<file path="src/rtl/im_arbiter_if.sv">
// ---------------------------------------------------------------------------
// im_arbiter_if
// Bundles the fetch-side and memory-side signals of the instruction memory
// arbiter so that one port connects the arbiter to its environment.
//
// Signals (direction as seen by the arbiter, modport "master"):
//   arb_en          in   global arbitration enable
//   core_req        in   per-core fetch request, held until granted
//   core_addr       in   packed per-core fetch addresses (core i at i*ADDR_W)
//   core_flush      in   per-core kill of request and of pending response
//   core_gnt        out  one-hot combinational grant
//   core_rsp_valid  out  one-hot response strobe, one cycle after grant
//   core_instr      out  broadcast instruction word (equals mem_instr)
//   mem_addr        out  registered instruction memory address
//   mem_rd_en       out  registered instruction memory read enable
//   mem_instr       in   instruction memory read data (changes on negedge)
//
// The "slave" modport is the mirror view used by the cores and the memory.
// ---------------------------------------------------------------------------
interface im_arbiter_if #(
    parameter int NUM_CORES = 4,
    parameter int ADDR_W    = 16,
    parameter int INSTR_W   = 48
);
    logic                        arb_en;
    logic [NUM_CORES-1:0]        core_req;
    logic [NUM_CORES*ADDR_W-1:0] core_addr;
    logic [NUM_CORES-1:0]        core_flush;
    logic [NUM_CORES-1:0]        core_gnt;
    logic [NUM_CORES-1:0]        core_rsp_valid;
    logic [INSTR_W-1:0]          core_instr;
    logic [ADDR_W-1:0]           mem_addr;
    logic                        mem_rd_en;
    logic [INSTR_W-1:0]          mem_instr;

    modport master (
        input  arb_en,
        input  core_req,
        input  core_addr,
        input  core_flush,
        input  mem_instr,
        output core_gnt,
        output core_rsp_valid,
        output core_instr,
        output mem_addr,
        output mem_rd_en
    );

    modport slave (
        output arb_en,
        output core_req,
        output core_addr,
        output core_flush,
        output mem_instr,
        input  core_gnt,
        input  core_rsp_valid,
        input  core_instr,
        input  mem_addr,
        input  mem_rd_en
    );
endinterface

</file>
<file path="src/rtl/im_arbiter.sv">
// ---------------------------------------------------------------------------
// im_arbiter
// Round-robin arbiter sharing a single-ported, negedge-read instruction
// memory among NUM_CORES fetch units. At most one request is granted per
// cycle; the grant is combinational, the memory address/read enable are
// registered at the following posedge, and the returned word is routed to
// the owning core during that next cycle.
//
// Ports:
//   clk   system clock, all state updates on posedge
//   rst   asynchronous, active-high reset
//   bus   im_arbiter_if.master (core request/grant/response + memory side)
//
// Parameters:
//   NUM_CORES  number of requesting cores (2..8)
//   ADDR_W     instruction address width
//   INSTR_W    instruction word width
// ---------------------------------------------------------------------------
module im_arbiter #(
    parameter int NUM_CORES = 4,
    parameter int ADDR_W    = 16,
    parameter int INSTR_W   = 48
) (
    input  logic          clk,
    input  logic          rst,
    im_arbiter_if.master  bus
);

    localparam int PTR_W = (NUM_CORES > 1) ? $clog2(NUM_CORES) : 1;
    localparam logic [PTR_W-1:0] LAST_IDX = PTR_W'(NUM_CORES - 1);

    logic [PTR_W-1:0]     ptr_q;
    logic [PTR_W-1:0]     ptr_d;
    logic [NUM_CORES-1:0] owner_q;
    logic [ADDR_W-1:0]    mem_addr_q;
    logic                 mem_rd_en_q;

    logic [NUM_CORES-1:0] elig;
    logic [NUM_CORES-1:0] gnt;
    logic [PTR_W-1:0]     win_idx;
    logic                 win_found;
    logic [ADDR_W-1:0]    win_addr;
    int                   cand_idx;

    // A flushed core is masked out of arbitration in the same cycle. Nothing
    // is granted while reset is held so no core believes it was accepted.
    always_comb begin
        elig = '0;
        if (bus.arb_en && !rst) begin
            elig = bus.core_req & ~bus.core_flush;
        end
    end

    // Search starts at ptr and wraps modulo NUM_CORES; the first eligible
    // core found wins. NUM_CORES need not be a power of two, hence the
    // explicit wrap instead of relying on pointer overflow.
    always_comb begin
        win_found = 1'b0;
        win_idx   = '0;
        cand_idx  = 0;
        for (int off = 0; off < NUM_CORES; off++) begin
            cand_idx = int'(ptr_q) + off;
            if (cand_idx >= NUM_CORES) begin
                cand_idx = cand_idx - NUM_CORES;
            end
            if (!win_found && elig[PTR_W'(cand_idx)]) begin
                win_found = 1'b1;
                win_idx   = PTR_W'(cand_idx);
            end
        end
    end

    // One-hot grant and the winner's address slice (AND-OR mux).
    always_comb begin
        gnt      = '0;
        win_addr = '0;
        if (win_found) begin
            gnt[win_idx] = 1'b1;
        end
        for (int i = 0; i < NUM_CORES; i++) begin
            if (gnt[i]) begin
                win_addr = bus.core_addr[i*ADDR_W +: ADDR_W];
            end
        end
    end

    // Pointer moves to the core just after the winner so the winner gets
    // lowest priority next time.
    always_comb begin
        ptr_d = ptr_q;
        if (win_found) begin
            ptr_d = (win_idx == LAST_IDX) ? '0 : win_idx + PTR_W'(1);
        end
    end

    // mem_addr and ptr hold when idle; read enable and ownership clear so a
    // stale owner never sees a second response strobe.
    always_ff @(posedge clk or posedge rst) begin
        if (rst) begin
            mem_addr_q  <= '0;
            mem_rd_en_q <= 1'b0;
            owner_q     <= '0;
            ptr_q       <= '0;
        end else if (win_found) begin
            mem_addr_q  <= win_addr;
            mem_rd_en_q <= 1'b1;
            owner_q     <= gnt;
            ptr_q       <= ptr_d;
        end else begin
            mem_rd_en_q <= 1'b0;
            owner_q     <= '0;
        end
    end

    // A flush arriving in the response cycle suppresses only the strobe; the
    // memory read has already been issued and is simply ignored.
    assign bus.core_gnt       = gnt;
    assign bus.core_rsp_valid = owner_q & ~bus.core_flush;
    assign bus.core_instr     = bus.mem_instr;
    assign bus.mem_addr       = mem_addr_q;
    assign bus.mem_rd_en      = mem_rd_en_q;

endmodule

</file>
<file path="src/flat_wrapper.sv">
// flat-port wrapper written by rule: the top's interface ports become plain ports
module im_arbiter_flat 
#(
    parameter int NUM_CORES = 4,
    parameter int ADDR_W    = 16,
    parameter int INSTR_W   = 48
)
  (clk, rst, bus_arb_en, bus_core_req, bus_core_addr, bus_core_flush, bus_mem_instr, bus_core_gnt, bus_core_rsp_valid, bus_core_instr, bus_mem_addr, bus_mem_rd_en);
  im_arbiter_if #(.NUM_CORES(NUM_CORES), .ADDR_W(ADDR_W), .INSTR_W(INSTR_W)) bus_i ();
  input  logic clk;
  input  logic rst;
  input wire logic [$bits(bus_i.arb_en)-1:0] bus_arb_en;
  input wire logic [$bits(bus_i.core_req)-1:0] bus_core_req;
  input wire logic [$bits(bus_i.core_addr)-1:0] bus_core_addr;
  input wire logic [$bits(bus_i.core_flush)-1:0] bus_core_flush;
  input wire logic [$bits(bus_i.mem_instr)-1:0] bus_mem_instr;
  output wire logic [$bits(bus_i.core_gnt)-1:0] bus_core_gnt;
  output wire logic [$bits(bus_i.core_rsp_valid)-1:0] bus_core_rsp_valid;
  output wire logic [$bits(bus_i.core_instr)-1:0] bus_core_instr;
  output wire logic [$bits(bus_i.mem_addr)-1:0] bus_mem_addr;
  output wire logic [$bits(bus_i.mem_rd_en)-1:0] bus_mem_rd_en;
  assign bus_i.arb_en = bus_arb_en;
  assign bus_i.core_req = bus_core_req;
  assign bus_i.core_addr = bus_core_addr;
  assign bus_i.core_flush = bus_core_flush;
  assign bus_i.mem_instr = bus_mem_instr;
  assign bus_core_gnt = bus_i.core_gnt;
  assign bus_core_rsp_valid = bus_i.core_rsp_valid;
  assign bus_core_instr = bus_i.core_instr;
  assign bus_mem_addr = bus_i.mem_addr;
  assign bus_mem_rd_en = bus_i.mem_rd_en;
  im_arbiter #(.NUM_CORES(NUM_CORES), .ADDR_W(ADDR_W), .INSTR_W(INSTR_W)) u_core (.clk(clk), .rst(rst), .bus(bus_i));
endmodule
</file>
<file path="config.mk">
export PLATFORM = sky130hd
export DESIGN_NAME = im_arbiter_flat
export DESIGN_NICKNAME = d
export VERILOG_FILES = /design/src/rtl/im_arbiter_if.sv /design/src/rtl/im_arbiter.sv /design/src/flat_wrapper.sv
export SDC_FILE = /design/constraint.sdc
export NUM_CORES = 1
export LEC_CHECK = 0
export BUFFER_PORTS_ARGS = -buffer_cell sky130_fd_sc_hd__buf_4
export CORE_AREA = 2 2 75 77
export CTS_BUF_LIST = sky130_fd_sc_hd__clkbuf_2 sky130_fd_sc_hd__clkbuf_4 sky130_fd_sc_hd__clkbuf_8
export DETAILED_ROUTE_END_ITERATION = 16
export DIE_AREA = 0 0 77 79
export PLACE_DENSITY = 0.89
export REMOVE_ABC_BUFFERS = 1
export SLEW_MARGIN = 10
export SYNTH_ARGS = -nofsm -noshare
export SYNTH_HDL_FRONTEND = slang
export SYNTH_SLANG_ARGS = --single-unit
</file>
<file path="constraint.sdc">
create_clock -name clk -period 7.35 [get_ports clk]
set_clock_uncertainty 0.2 [all_clocks]
set_input_delay 0.735 -clock clk [delete_from_list [all_inputs] [get_ports clk]]
set_output_delay 0.735 -clock clk [all_outputs]
set_load 0.05 [all_outputs]
</file>
==> results of run 1 <==
worst max-delay path: cells and delay by family:
kind,cells,cell delay (ps)
fa+ha+maj,1,740
simple gates,2,470
compound gates,2,400
buf+inv,3,470
power by group through the flow:
stage	Clock [W]	Combinational, W	Sequential, W
floorplan	0	0.0000665	0.000234
global placement	0	0.000215	0.000164
detailed placement	0	0.000219	0.000165
CTS	0.0000876	0.000219	0.000162
global route	0.0000904	0.000231	0.000166
finish	0.0000847	0.000219	0.000162
through the flow:
stage	std cells	area [um2]	setup WS, ps	total power [W]
global route	339	2411	3514	0.0004871
global placement	335	2362	3762	0.0003786
floorplan	161	1495	3823	0.0003001
finish	339	2411	3608	0.0004658
detailed placement	335	2362	3610	0.0003839
CTS	339	2411	3620	0.0004691
worst min path at each step:
stage / slack [ps] / depth (start not counted) / endpoint / from
final: 340 / 2 / u_core.bus.mem_addr[12]$_DFFE_PP0P_ / u_core.bus.mem_addr[12]$_DFFE_PP0P_
after global placement: 320 / 2 / u_core.bus.mem_addr[12]$_DFFE_PP0P_ / u_core.bus.mem_addr[12]$_DFFE_PP0P_
after global routing: 390 / 2 / u_core.bus.mem_addr[12]$_DFFE_PP0P_ / u_core.bus.mem_addr[12]$_DFFE_PP0P_
after CTS: 340 / 2 / u_core.bus.mem_addr[12]$_DFFE_PP0P_ / u_core.bus.mem_addr[12]$_DFFE_PP0P_
after floorplan: 300 / 1 / u_core.ptr_q[0]$_DFFE_PP0P_ / u_core.ptr_q[0]$_DFFE_PP0P_
after detailed placement: 320 / 2 / u_core.bus.mem_addr[12]$_DFFE_PP0P_ / u_core.bus.mem_addr[12]$_DFFE_PP0P_
final cells by class:
type	count	area [um2]	area share
multi-input combinational	119	859.6	0.3565
tap	72	90.09	0.03736
clock buffer	4	48.80	0.02024
sequential	23	575.6	0.2387
timing repair buffer	102	765.7	0.3176
inverter	19	71.32	0.02958
sequential cells by signal, indices dropped and copies added (netlist names):
signal                flops
u_core.bus.mem_addr      16
u_core.owner_q            4
u_core.ptr_q              2
u_core.bus.mem_rd_en      1
layout by cell type, fill, tap and decap left out:
master,n
a21boi_0,1
ha_1,4
nor3b_1,1
dfrtp_1,23
and3b_1,1
nor3_1,1
a221oi_2,1
clkbuf_8,3
mux2_2,1
or3_1,1
clkbuf_4,1
o21ai_1,1
a211o_1,15
a31oi_1,7
nor2_1,18
a221oi_1,14
nand2b_1,5
a21oi_1,4
nand2_1,16
inv_1,19
nor2b_1,6
o21ai_0,2
o211ai_1,1
and2_1,5
nand4bb_1,1
a41oi_4,1
a31oi_2,9
buf_4,102
nor2b_4,1
o21a_1,1
a22oi_1,1
layer usage:
layer / track usage / share of wire
met1: 0.2021 / 0.26
met2: 0.4605 / 0.48
met3: 0.2795 / 0.24
met4: 0.07857 / 0.019
met5: 0.02727 / 0
logic make-up (layout without fill, tap and decap cells):
| kind of cell | count (synthesis) | count (layout) | synth area share |
|---|---|---|---|
| AO/OA/AOI/OAI | 58 | 58 | 0.2598 |
| adder cells (fa/ha/maj) | 4 | 4 | 0.02566 |
| flip-flops | 23 | 23 | 0.2951 |
| AND/OR/NAND/NOR | 56 | 56 | 0.1437 |
| multiplexers | 1 | 1 | 0.005773 |
| buffers and inverters | 82 | 125 | 0.2700 |
==> results.sh, run 1 <==
export IMPL_outcome="complete, no violations"
export IMPL_timing_rr_end="u_core.bus.mem_addr[0]$_DFFE_PP0P_"
export IMPL_die_w_um=77
export IMPL_num_antenna_cells=0
export IMPL_crit_end="bus_core_gnt[1]"
export IMPL_cts_buffers_inserted=3
export IMPL_wire_per_inst_um=25.03
export IMPL_synth_edf_count=0
export IMPL_yosysTopAreaCell="dfrtp_1"
export IMPL_cts_sinks=23
export IMPL_synth_cell_type_count=33
export IMPL_drive_above_1_share=0.4457
export IMPL_io_buffers=99
export IMPL_crit_chain="buf_4, nand2b_1, a31oi_1, o211ai_1, inv_1, ha_1, and2_1, buf_4"
export IMPL_finalNetCount=395
export IMPL_powerDensity_nw_per_um2=193.2
export IMPL_final_util=0.4517
export IMPL_tns_ps=0
export IMPL_cp_arrival_ps=2810
export IMPL_crit_path_frequent_cell="buf_4"
export IMPL_die_height_um=79
export IMPL_nFillCells=539
export IMPL_cp_slowest_cell="ha_1"
export IMPL_cts_resized=0
export IMPL_antenna_left=0
export IMPL_core_um2=5338
export IMPL_synth_common_cells="buf_4, dfrtp_1, inv_1"
export IMPL_cp_start_kind="input port"
export IMPL_path_max_fanout=19
export IMPL_synth_ff_type="dfrtp_1"
export IMPL_slowest_delay_ps=740
export IMPL_drcViolationCount=0
export IMPL_switchingPower_w=0.0001877
export IMPL_critPathKind="input port to output port"
export IMPL_start_util=0.3654
export IMPL_row_count=27
export IMPL_postCtsSetupBuffers=0
export IMPL_syn_area_um2=1951
export IMPL_r2r_start="u_core.ptr_q[0]$_DFFE_PP0P_"
export IMPL_swShare=0.4031
export IMPL_max_clock_path_buffers=2
export IMPL_dp_hpwl_um=7078
export IMPL_setup_viol=0
export IMPL_grt_usage=0.2692
export IMPL_cp_required_ps=6410
export IMPL_yosysWarnings=0
export IMPL_syn_area_per_cell_um2=8.708
export IMPL_vdd_drop_max_v=0.00006386
export IMPL_seqPwrFrac=0.349
export IMPL_internal_power_w=0.0002780
export IMPL_cap_violations=0
export IMPL_grt_overflow_total=0
export IMPL_synth_cells=224
export IMPL_yosys_area_top_type_share=0.2951
export IMPL_pwr_share_clk=0.182
export IMPL_num_vias=1801
export IMPL_r2r_cells=9
export IMPL_synth_most_common_cell="buf_4"
export IMPL_antenna_found_initial=0
export IMPL_die_area_um2=6083
export IMPL_ctsHtreeMaxLevel=1
export IMPL_place_congestion=0.9468
export IMPL_synth_seq_cells=23
export IMPL_drv_slew=0
export IMPL_whs_ps=338.1
export IMPL_finalHoldViolCount=0
export IMPL_grt_max_degree=41
export IMPL_hp_class="register to register"
export IMPL_ys_seq_area_frac=0.2951
export IMPL_startpoint="rst"
export IMPL_synthTopCellsByArea="dfrtp_1, buf_4, a211o_1"
export IMPL_ios=196
export IMPL_tightest_slew_ps=964.0
export IMPL_syn_to_final_growth_pct=23.60
export IMPL_synthArstFlopShare=1.000
export IMPL_r2r_slack_ps=4110
export IMPL_p_leak_nw=1.192
export IMPL_crit_path_end_kind="output port"
export IMPL_layout_min_cycle_time_ps=3742
export IMPL_rsz0062_at_grt="false"
export IMPL_wl_um=8485
export IMPL_fin_crit_sh=0.5091
export IMPL_via_per_inst=5.313
export IMPL_clk_latency_ps=260
export IMPL_relSlewSlack=0.3566
export IMPL_cts_root_buf="clkbuf_8"
export IMPL_drt_iter0_markers=74
export IMPL_cts_tree="done"
export IMPL_grt_pass1_wl_um=11670
export IMPL_combPwrFrac=0.469
export IMPL_drt_pass1_iterations=4
export IMPL_cts_clk_slew_worst_paths_ps=80
export IMPL_grt_pass1_vias=1730
export IMPL_holdBufCountCts=0
export IMPL_fmax_mhz=267.3
No activity file was read; power rests on OpenSTA's default activity.
==> run 2: changes to the inputs <==
--- a/config.mk
+++ b/config.mk
@@ -6,11 +6,11 @@
 export NUM_CORES = 1
 export LEC_CHECK = 0
 export BUFFER_PORTS_ARGS = -buffer_cell sky130_fd_sc_hd__buf_4
-export CORE_AREA = 2 2 75 77
+export CORE_MARGIN = 2
+export CORE_UTILIZATION = 33
 export CTS_BUF_LIST = sky130_fd_sc_hd__clkbuf_2 sky130_fd_sc_hd__clkbuf_4 sky130_fd_sc_hd__clkbuf_8
 export DETAILED_ROUTE_END_ITERATION = 16
-export DIE_AREA = 0 0 77 79
-export PLACE_DENSITY = 0.89
+export PLACE_DENSITY = 0.84
 export REMOVE_ABC_BUFFERS = 1
 export SLEW_MARGIN = 10
 export SYNTH_ARGS = -nofsm -noshare
==> constraint.sdc (replaced) <==
create_clock -name clk -period 3.1 [get_ports clk]
set_clock_uncertainty 0.2 [all_clocks]
set_input_delay 0.31 -clock clk [delete_from_list [all_inputs] [get_ports clk]]
set_output_delay 0.31 -clock clk [all_outputs]
set_load 0.05 [all_outputs]
==> run 2 against run 1 <==
Global-route usage fell by 3.4 points. Clock power rose by 140%. Setup slack got worse by 3400 ps. Wire length fell by 6.4%. Power rose by 140%.
==> results.sh, run 2 (synthesized netlist as in run 1, its figures left out) <==
export IMPL_ios=196
export IMPL_grt_usage=0.2352
export IMPL_clk_latency_ps=270
export IMPL_final_common_cell="buf_4"
export IMPL_cts_root_buf="clkbuf_8"
export IMPL_seqPwrFrac=0.348
export IMPL_drt_pass1_iterations=4
export IMPL_grt_pass1_wl_um=10780
export IMPL_fin_crit_sh=0.9290
export IMPL_switchingPower_w=0.0004513
export IMPL_swShare=0.4086
export IMPL_r2r_slack_ps=290
export IMPL_max_clock_path_buffers=2
export IMPL_antenna_left=0
export IMPL_layout_min_cycle_time_ps=2880
export IMPL_ctsHtreeMaxLevel=1
export IMPL_via_per_inst=5.116
export IMPL_die_area_um2=6542
export IMPL_final_cell_mix="buf_4, dfrtp_1, inv_1"
export IMPL_tns_ps=0
export IMPL_pwr_share_clk=0.182
export IMPL_drv_slew=0
export IMPL_vdd_drop_max_v=0.0001785
export IMPL_cp_arrival_ps=2370
export IMPL_critPathKind="register to output port"
export IMPL_rsz0062_at_grt="false"
export IMPL_antenna_found_initial=0
export IMPL_grt_pass1_vias=1695
export IMPL_setup_viol=0
export IMPL_cts_sinks=23
export IMPL_largest_reg_flops=16
export IMPL_relSlewSlack=0.3958
export IMPL_grt_max_degree=33
export IMPL_outcome="complete, no violations"
export IMPL_holdBufCountCts=0
export IMPL_path_max_fanout=18
export IMPL_core_um2=5816
export IMPL_num_antenna_cells=0
export IMPL_drive_above_1_share=0.4498
export IMPL_cts_clk_slew_worst_paths_ps=90
export IMPL_fmax_mhz=347.2
export IMPL_io_buffers=99
export IMPL_wl_um=7944
export IMPL_die_height_um=80.88
export IMPL_hp_class="input port to async pin"
export IMPL_power_total_w=0.001105
export IMPL_cts_tree="done"
export IMPL_drcViolationCount=0
export IMPL_cap_violations=0
export IMPL_tightest_slew_ps=905.4
export IMPL_cp_required_ps=2590
export IMPL_powerDensity_nw_per_um2=452.2
export IMPL_combPwrFrac=0.471
export IMPL_cts_resized=0
export IMPL_cts_buffers_inserted=3
export IMPL_finalHoldViolCount=0
export IMPL_row_count=28
export IMPL_die_w_um=80.88
export IMPL_place_congestion=0.8086
export IMPL_start_util=0.3354
export IMPL_finalNetCount=397
export IMPL_grt_overflow_total=0
export IMPL_num_vias=1760
export IMPL_internal_power_w=0.0006532
export IMPL_wire_per_inst_um=23.09
export IMPL_nFillCells=597
export IMPL_p_leak_nw=1.201
export IMPL_cp_start_kind="register"
export IMPL_syn_to_final_growth_pct=25.21
export IMPL_crit_path_end_kind="output port"
export IMPL_dp_hpwl_um=6706
export IMPL_postCtsSetupBuffers=0
export IMPL_drt_iter0_markers=48
## run 2: cell types whose count changed in the layout (fill, tap and decap cells not counted)
cell,before,now
buf_12,0,1
clkinvlp_4,0,1
buf_4,102,103
clkbuf_4,1,0
## run 2: area by class of cell
class	instances	area [um2]	area share
multi-input cells	119	859.6	0.3519
repair buffers	104	793.3	0.3248
flip-flops and latches	23	575.6	0.2357
well taps	75	93.84	0.03842
inverters	19	71.32	0.02920
clock buffers	3	41.29	0.01691
clock inverters	1	7.507	0.003074
## run 2: power groups by stage
stage | logic, W | registers, W | clock network, W
2_1_floorplan | 0.000158 | 0.000554 | 0
3_3_place_gp | 0.000517 | 0.000388 | 0
3_5_place_dp | 0.000523 | 0.000390 | 0
4_1_cts | 0.000524 | 0.000384 | 0.000212
5_1_grt | 0.000553 | 0.000391 | 0.000219
6_report | 0.000520 | 0.000384 | 0.000201
## run 2: through the flow
step / util / hold slack [ps] / worst slack, ps / cells / cell area (um2)
after global placement: 0.4116 / 332.0 / 372.4 / 340 / 2394
after CTS: 0.4200 / 71.75 / 210.5 / 344 / 2442
after detailed placement: 0.4116 / 336.9 / 303.1 / 340 / 2394
after floorplan: - / 111.9 / 321.0 / 161 / 1495
after global routing: 0.4200 / 107.7 / 32.91 / 344 / 2442
final: 0.4200 / 45.32 / 220.0 / 344 / 2442
## run 2: path summary, 6_finish.rpt
check	startpoint	endpoint	cells past startpoint
hold / removal	rst	u_core.owner_q[3]$_DFF_PP0_	2
setup reg to reg	u_core.ptr_q[1]$_DFFE_PP0P_	u_core.bus.mem_addr[14]$_DFFE_PP0P_	9
max in group asynchronous	rst	u_core.bus.mem_addr[7]$_DFFE_PP0P_	2
hold reg to reg	u_core.bus.mem_addr[12]$_DFFE_PP0P_	u_core.bus.mem_addr[12]$_DFFE_PP0P_	2
min in group clk	bus_core_addr[61]	u_core.bus.mem_addr[13]$_DFFE_PP0P_	3
setup / recovery	u_core.ptr_q[1]$_DFFE_PP0P_	bus_core_gnt[1]	8
## run 2: worst max-delay path, cell delays in order, from the launching register on
cell and delay [ps]:
dfrtp_1 430, and3b_1 210, o21ai_1 120, a21boi_0 120
or3_1 410, ha_1 240, buf_4 220, and2_1 170
buf_4 190
## run 2: per-layer routing
metal / routed length (um) / vias to the layer above / global-route usage
li1: - / 818 / -
met1: 2040 / 766 / 0.1723
met2: 3500 / 162 / 0.3777
met3: 2162 / 10 / 0.2756
met4: 156 / 4 / 0.06271
met5: 85 / - / 0.1083
==> run 3: changes to the inputs <==
--- a/config.mk
+++ b/config.mk
@@ -10,6 +10,7 @@
 export CORE_UTILIZATION = 33
 export CTS_BUF_LIST = sky130_fd_sc_hd__clkbuf_2 sky130_fd_sc_hd__clkbuf_4 sky130_fd_sc_hd__clkbuf_8
 export DETAILED_ROUTE_END_ITERATION = 16
+export HOLD_SLACK_MARGIN = 0.08
 export PLACE_DENSITY = 0.84
 export REMOVE_ABC_BUFFERS = 1
 export SLEW_MARGIN = 10
==> run 3 against run 2 <==
Critical path depth increased by 2. Power increased by 0.24%. First-iteration DRC count increased by 56%. Global-route usage increased by 0.070 points. Design area increased by 1.1%. Critical endpoint unchanged. Largest cell class unchanged. Highest routed layer unchanged.
==> results.sh, run 3 (synthesized netlist as in run 1, its figures left out) <==
export IMPL_outcome="complete, no violations"
export IMPL_fmax_mhz=337.6
export IMPL_grtUsageMet2=0.3802
export IMPL_rsz0062_at_grt="false"
export IMPL_cts_clk_slew_worst_paths_ps=90
export IMPL_dp_cells=340
export IMPL_grt_max_degree=33
export IMPL_grt_busiest_layer="met2"
export IMPL_drcViolationCount=0
export IMPL_cp_required_ps=2590
export IMPL_vdd_drop_max_v=0.0001794
export IMPL_cts_tree="done"
export IMPL_die_height_um=80.88
export IMPL_grt_usage=0.2359
export IMPL_wire_per_inst_um=23.12
export IMPL_final_common_cell="buf_4"
export IMPL_die_w_um=80.88
export IMPL_row_count=28
export IMPL_largest_reg_flops=16
export IMPL_layout_min_cycle_time_ps=2962
export IMPL_pre_cts_ws_ps=303.1
export IMPL_p_leak_nw=1.207
export IMPL_antenna_left=0
export IMPL_via_per_inst=5.136
export IMPL_cts_root_buf="clkbuf_8"
export IMPL_setup_viol=0
export IMPL_place_congestion=0.8086
export IMPL_grtUsageMet3=0.2756
export IMPL_hp_class="input port to register"
export IMPL_cts_buffers_inserted=3
export IMPL_num_antenna_cells=0
export IMPL_grt_pass1_vias=1702
export IMPL_grt_overflow_total=0
export IMPL_powerDensity_nw_per_um2=448.5
export IMPL_layout_setup_ws_ps=138.2
export IMPL_crit_path_end_kind="output port"
export IMPL_dp_hpwl_um=6706
export IMPL_final_cell_mix="buf_4, dfrtp_1, inv_1"
export IMPL_relSlewSlack=0.3904
export IMPL_drv_slew=0
export IMPL_wl_um=7978
export IMPL_power_total_w=0.001107
export IMPL_cap_violations=0
export IMPL_fin_crit_sh=0.9554
export IMPL_finalNetCount=398
export IMPL_syn_to_final_growth_pct=26.56
export IMPL_io_buffers=99
export IMPL_use_met1=0.1723
export IMPL_num_vias=1772
export IMPL_final_util=0.4245
export IMPL_core_um2=5816
export IMPL_max_clock_path_buffers=2
export IMPL_die_area_um2=6542
export IMPL_drt_pass1_iterations=4
export IMPL_clk_latency_ps=270
export IMPL_start_util=0.3354
export IMPL_drive_above_1_share=0.4556
export IMPL_cp_arrival_ps=2450
export IMPL_stdcell_count=345
export IMPL_ios=196
export IMPL_ctsHtreeMaxLevel=1
export IMPL_path_max_fanout=18
export IMPL_tightest_slew_ps=913.4
export IMPL_cp_start_kind="input port"
export IMPL_finalHoldViolCount=0
export IMPL_drt_iter0_markers=75
export IMPL_tns_ps=0
export IMPL_grt_pass1_wl_um=10810
export IMPL_cts_sinks=23
export IMPL_critPathKind="input port to output port"
export IMPL_antenna_found_initial=0
run 3: changes by cell type in the layout (fill, tap and decap cells not counted), sizes merged:
cell and change:
dlygate4sd3 +1
run 3: where the power goes:
group          switching (W)  internal (W)  leakage (nW)
sequential         0.0000319      0.000352         0.271
combinational       0.000311      0.000212         0.915
clock               0.000109     0.0000911        0.0217
run 3: worst paths after layout:
| path | start | endpoint | slack (ps) | cells past startpoint |
|---|---|---|---|---|
| min in group asynchronous | rst | u_core.ptr_q[1]$_DFFE_PP0P_ | 620 | 3 |
| worst max register to register | u_core.ptr_q[1]$_DFFE_PP0P_ | u_core.bus.mem_addr[14]$_DFFE_PP0P_ | 310 | 9 |
| worst min register to register | u_core.bus.mem_addr[12]$_DFFE_PP0P_ | u_core.bus.mem_addr[12]$_DFFE_PP0P_ | 350 | 2 |
| worst max-delay path | rst | bus_core_gnt[1] | 140 | 10 |
| worst min-delay path | bus_core_addr[58] | u_core.bus.mem_addr[10]$_DFFE_PP0P_ | 110 | 3 |
| max in group asynchronous | rst | u_core.bus.mem_addr[14]$_DFFE_PP0P_ | 1520 | 3 |
run 3: final cells by class:
type	instances	area (um2)
Multi-Input combinational cell	119	864.6
Clock inverter	1	7.507
Tap cell	75	93.84
Sequential cell	23	575.6
Fill cell	594	3347
Timing Repair Buffer	105	814.5
Clock buffer	3	41.29
Inverter	19	71.32
run 3: timing repair:
action                                  4_1_cts  5_1_grt
endpoints found under the setup margin        0        2
hold buffers                                  1        0
resized for setup                             0        5
endpoints found under the hold margin        14        0
setup buffers                                 0        0
run 3: per-stage QoR:
step	hold slack, ps	area [um2]
after global routing	107.7	2469
after floorplan	111.9	1495
after detailed placement	336.9	2394
after CTS	95.57	2452
final	106.5	2469
after global placement	332.0	2394
run 3: worst max-delay path, cell delays in order:
cell           delay (ps)
dlygate4sd3_1         540
buf_4                 140
nand2b_2              210
a31oi_1               170
o211ai_1              190
inv_1                 130
ha_2                  230
buf_8                 180
and2_1                180
buf_6                 170
run 3: metal layers:
layer,up-vias,part of all wire
met5,-,0.011
met4,4,0.020
met3,10,0.27
met2,164,0.45
met1,776,0.25
li1,818,-
